File: config.mk
export PLATFORM = sky130hd
export DESIGN_NAME = operand_entry
export DESIGN_NICKNAME = d
export VERILOG_FILES = /design/src/rtl/operand_entry.sv
export SDC_FILE = /design/constraint.sdc
export NUM_CORES = 1
export LEC_CHECK = 0
export ABC_AREA = 1
export CAP_MARGIN = 20
export CORE_MARGIN = 8
export CORE_UTILIZATION = 49
export CTS_BUF_LIST = sky130_fd_sc_hd__clkbuf_8
export CTS_CLUSTER_DIAMETER = 150
export DETAILED_ROUTE_END_ITERATION = 16
export MAX_ROUTING_LAYER = met4
export PLACE_DENSITY = 0.71
export SLEW_MARGIN = 30
export SYNTH_ARGS = -nofsm -noshare
export SYNTH_HDL_FRONTEND = slang
export SYNTH_SLANG_ARGS = --single-unit
File: constraint.sdc
create_clock -name CLOCK_50 -period 1.6 [get_ports CLOCK_50]
set_input_delay 0.32 -clock CLOCK_50 [delete_from_list [all_inputs] [get_ports CLOCK_50]]
set_output_delay 0.32 -clock CLOCK_50 [all_outputs]
set_load 0.01 [all_outputs]
File: src/rtl/operand_entry.sv
// operand_entry: debounced enter key captures SW[3:0] as operand A, then B, and flags the pair valid.
// Optional ENTRY_TIMEOUT_EN aborts a half-entered pair after TIMEOUT_CYCLES idle cycles in WAIT_B.
module operand_entry #(
    parameter int DEBOUNCE_CYCLES = 500000,
    parameter int TIMEOUT_CYCLES  = 250000000
) (
    input  logic       CLOCK_50,
    input  logic       RESET_N,
    input  logic       KEY_N,
    input  logic [3:0] SW,
    output logic [3:0] OP_A,
    output logic [3:0] OP_B,
    output logic       OPS_VALID,
    output logic       OPS_STROBE,
    output logic [1:0] STATE
);
    localparam logic [1:0] WAIT_A = 2'b00;
    localparam logic [1:0] WAIT_B = 2'b01;
    localparam logic [1:0] DONE   = 2'b10;
    localparam int DW = $clog2(DEBOUNCE_CYCLES + 1);
    localparam logic [DW-1:0] DMAX = DW'(DEBOUNCE_CYCLES);

    logic          key_s1_q, key_s2_q;
    logic [3:0]    sw_s1_q, sw_s2_q;
    logic          deb_q, deb_d, deb_prev_q;
    logic [DW-1:0] cnt_q, cnt_d;
    logic          blk_q, blk_d;
    logic [1:0]    vld_q;
    logic [1:0]    state_q, state_d;
    logic [3:0]    op_a_q, op_a_d, op_b_q, op_b_d;
    logic          strobe_q, strobe_d, valid_q, valid_d;
    logic          press, tmo;

`ifdef ENTRY_TIMEOUT_EN
    localparam int IW = $clog2(TIMEOUT_CYCLES + 1);
    localparam logic [IW-1:0] TMAX = IW'(TIMEOUT_CYCLES);
    logic [IW-1:0] idle_q, idle_d;
    always_comb begin
        tmo    = (state_q == WAIT_B) && (idle_q == TMAX);
        idle_d = (state_q == WAIT_B && state_d == WAIT_B) ? idle_q + 1'b1 : '0;
    end
    always_ff @(posedge CLOCK_50 or negedge RESET_N) begin
        if (!RESET_N) idle_q <= '0;
        else          idle_q <= idle_d;
    end
`else
    assign tmo = 1'b0;
`endif

    // A key held through reset stays blocked until the synced key is seen released at the debounced level.
    always_comb begin
        press    = deb_prev_q & ~deb_q & ~blk_q;
        cnt_d    = (key_s2_q == deb_q || cnt_q == DMAX) ? '0 : cnt_q + 1'b1;
        deb_d    = (key_s2_q != deb_q && cnt_q == DMAX) ? key_s2_q : deb_q;
        blk_d    = blk_q & ~(vld_q[1] & deb_q & key_s2_q);
        state_d  = state_q;
        op_a_d   = op_a_q;
        op_b_d   = op_b_q;
        case (state_q)
            WAIT_A: if (press) begin
                state_d = WAIT_B;
                op_a_d  = sw_s2_q;
            end
            WAIT_B: if (press) begin
                state_d = DONE;
                op_b_d  = sw_s2_q;
            end else if (tmo) begin
                state_d = WAIT_A;
                op_a_d  = '0;
            end
            DONE: if (press) begin
                state_d = WAIT_B;
                op_a_d  = sw_s2_q;
                op_b_d  = '0;
            end
            default: state_d = WAIT_A;
        endcase
        strobe_d = press && (state_q == WAIT_B);
        valid_d  = (state_d == DONE);
    end

    always_ff @(posedge CLOCK_50 or negedge RESET_N) begin
        if (!RESET_N) begin
            key_s1_q   <= 1'b1;
            key_s2_q   <= 1'b1;
            sw_s1_q    <= '1;
            sw_s2_q    <= '1;
            deb_q      <= 1'b1;
            deb_prev_q <= 1'b1;
            cnt_q      <= '0;
            blk_q      <= 1'b1;
            vld_q      <= '0;
            state_q    <= WAIT_A;
            op_a_q     <= '0;
            op_b_q     <= '0;
            strobe_q   <= 1'b0;
            valid_q    <= 1'b0;
        end else begin
            key_s1_q   <= KEY_N;
            key_s2_q   <= key_s1_q;
            sw_s1_q    <= SW;
            sw_s2_q    <= sw_s1_q;
            deb_q      <= deb_d;
            deb_prev_q <= deb_q;
            cnt_q      <= cnt_d;
            blk_q      <= blk_d;
            vld_q      <= {vld_q[0], 1'b1};
            state_q    <= state_d;
            op_a_q     <= op_a_d;
            op_b_q     <= op_b_d;
            strobe_q   <= strobe_d;
            valid_q    <= valid_d;
        end
    end

    assign OP_A       = op_a_q;
    assign OP_B       = op_b_q;
    assign OPS_VALID  = valid_q;
    assign OPS_STROBE = strobe_q;
    assign STATE      = state_q;
endmodule

==> results.cfg <==
[status]
status = complete, no violations

[layout]
drive_above_1_share_pct = 11.6
fillCellCount = 343
synthToLayoutAreaGrowth_pct = 19.5
antennaDiodeCount = 0
fin_nets = 258

[cts]
cts_buffer_depth = 2
cts_tree = built
clockRootBuffer = clkbuf_8
numCtsBuffers = 5
path_clk_slew_ns = 0.08
cts_sinks = 46
postCtsSetupRepairBufs = 0
clk_latency_ns = 0.29
htreeDepth = 2

[pwr]
p_leak_nw = 1.10
p_clk_share_pct = 39.5
switching_share_pct = 20.4
combPwrFrac_pct = 3.5
finalPower_w = 0.00211
p_switching_w = 0.000432
ir_worst_vdd_mv = 0.526
pwr_density_cell_nw_per_um2 = 892
seqPwrFrac_pct = 57.0
p_int_w = 0.00168

[yosys]
synth_compound_area_share_pct = 4.29
synth_top_family_by_area = simple AND/OR/NAND/NOR gates
synth-simple-area-share_pct = 24.7
ys_ff_latch = 46
synthAdderAreaFrac_pct = 1.26
netlist_instances = 221
synth_xor_area_share_pct = 4.42
syn_nets = 230
synth_mux_area_share_pct = 0
ys_warn_count = 0
synthDistinctLibCells = 25
synth_seq_area_share_pct = 58.9
syn_avg_cell_area_um2 = 8.97
syn_area_um2 = 1980

[place]
place_congestion = 0.842
io_buffer_count = 18
dp_hpwl_mm = 2.61

[timing]
finClkSkew_ns = 0.00550
hold_viol = 0
finalSetupTns_ns = 0
drv_slew = 0
finalSetupViolations = 0
grt_setup_unrepaired = no
fmax_mhz = 657
period_share_pct = 95.2
min_period_ns = 1.52

[floorplanning]
die_w_um = 79.6
die_h_um = 79.6
core_area_um2 = 3940
die-area_um2 = 6340
rows = 23
io_pins = 19
start_util_pct = 50.3

[critical_path]
worstPathArrival_ns = 1.20
critical_path_buf_inv_count = 1
crit_chain = clkdlybuf4s50_1
cp_slowest_stage_delay_ns = 0.55
cp.depth = 1
path_max_fanout = 2
worstPathRequired_ns = 1.28
worstSetupPathType = flop to primary output
startpoint_type = flop
reg2reg_depth = 7
critPathTopFamily = buffers and inverters
crit_slowest_cell = clkdlybuf4s50_1
setup.worst_path.end_class = primary output

[grt]
antenna_found_initial = 0
overflow = 0
grt_max_degree = 47
grt_pass1_wl_mm = 6.65
grt_pass1_vias = 1517
grt_usage_pct = 13.8

[route]
viasPerCell = 4.80
wl_mm = 3.65
dr.first_iter.drc_count = 66
wire_per_inst_um = 12.2
drtPass1Iterations = 4
ant_nets = 0
vias = 1441
drc_errors = 0

[flow_run]
cap_violations = 0

[min_path]
whs_path_depth = 0
hold_path.class = flop to flop
[metal layers]
layer | track usage [%] | wire, µm
met4 | 5.37 | 28
met2 | 22.2 | 1850
met1 | 15.7 | 1630
met5 | - | 0
met3 | 4.05 | 134
[final cells by class]
cell class,count,area (µm²),area share [%]
tap,50,62.6,2.64
inverter,30,113,4.75
timing repair buffer,22,225,9.50
clock buffer,5,68.8,2.90
clock inverter,3,41.3,1.74
multi-input combinational,144,692,29.2
sequential,46,1170,49.3
[cells by family (layout without fill, tap and decap cells)]
logic type / Yosys count / after routing
buf+inv: 31 / 60
other cells: 1 / 1
xor+xnor: 10 / 10
fa+ha+maj: 2 / 2
flops: 46 / 46
compound gates: 15 / 15
simple gates: 116 / 116
[per-stage QoR]
stage	utilization, %	area [µm²]	hold WS (ns)	setup slack (ns)	cells
6_report	60.1	2370	0.359	0.0769	300
5_1_grt	60.1	2370	0.367	0.0186	300
3_3_place_gp	56.9	2240	0.314	0.184	291
3_5_place_dp	56.9	2240	0.316	0.167	291
4_1_cts	60.0	2360	0.360	0.0393	300
2_1_floorplan	-	1980	0.0244	0.284	221
[cells in the mapped netlist]
master | number | area [µm²]
nand2_1 | 52 | 195
nor2_1 | 41 | 154
dfrtp_1 | 33 | 826
inv_1 | 30 | 113
dfstp_2 | 13 | 342
nand3_1 | 12 | 60.1
o21ai_0 | 7 | 35.0
xnor2_1 | 5 | 43.8
xor2_1 | 5 | 43.8
o22ai_1 | 4 | 25.0
nand4_1 | 3 | 18.8
a21oi_1 | 2 | 10.0
ha_1 | 2 | 25.0
a21boi_0 | 1 | 7.51
and2_1 | 1 | 6.26
buf_6 | 1 | 11.3
conb_1 | 1 | 3.75
nand2_4 | 1 | 11.3
nand3_2 | 1 | 10.0
nand3b_1 | 1 | 7.51
nor2_2 | 1 | 6.26
nor3_1 | 1 | 5.00
nor3_2 | 1 | 10.0
o21bai_1 | 1 | 7.51
or2_2 | 1 | 6.26
[worst paths after layout]
check	start	slack (ns)	endpoint
max	OP_A[0]	0.08	OP_A[0]
min	vld_q[0]	0.36	vld_q[1]
max reg2reg	cnt_q[0]	0.18	cnt_q[9]
min reg2reg	vld_q[0]	0.36	vld_q[1]
max in group asynchronous	RESET_N	0.82	deb_q
min in group asynchronous	RESET_N	0.52	cnt_q[7]
[registers in the layout, indices dropped and copies added, names as in the netlist]
register / count
vld_q: 2
blk_q: 1
OPS_STROBE: 1
sw_s2_q: 4
deb_prev_q: 1
key_s1_q: 1
cnt_q: 19
OP_A: 4
STATE: 2
OPS_VALID: 1
sw_s1_q: 4
deb_q: 1
key_s2_q: 1
OP_B: 4
[power groups by stage]
stage                     sequential, W  clock [W]  combinational [W]
after global placement          0.00123          0          0.0000725
final                           0.00120   0.000835          0.0000746
after floorplan                 0.00122          0          0.0000281
after CTS                       0.00120   0.000859          0.0000771
after detailed placement        0.00123          0          0.0000751
after global routing            0.00121   0.000918          0.0000878
[placed cells by master (no fill, tap or decap)]
cell type,n
inv_1,31
dlygate4sd3_1,1
dfrtp_1,33
buf_12,1
o22ai_1,4
a21boi_1,1
o21bai_1,1
xor2_1,5
nand4_1,3
or2_2,1
clkbuf_8,5
nand3b_1,1
clkinvlp_4,1
bufinv_16,1
and2_1,1
nor2_1,41
o21ai_0,7
a21oi_1,2
nor2_2,1
buf_4,2
ha_1,2
nand2_4,1
xnor2_1,5
dlymetal6s2s_1,2
dfstp_2,13
clkdlybuf4s50_1,15
nand3_2,1
nand2_1,52
nand3_1,12
conb_1,1
nor3_2,1
buf_2,1
nor3_1,1
[repair_timing]
| item | 4_1_cts | 5_1_grt |
|---|---|---|
| hold buffers | 1 | 0 |
| endpoints found under the setup margin | 0 | 6 |
| resized for setup | 0 | 3 |
| hold endpoints to repair | 29 | 0 |
No activity file was read; power rests on OpenSTA's default activity.
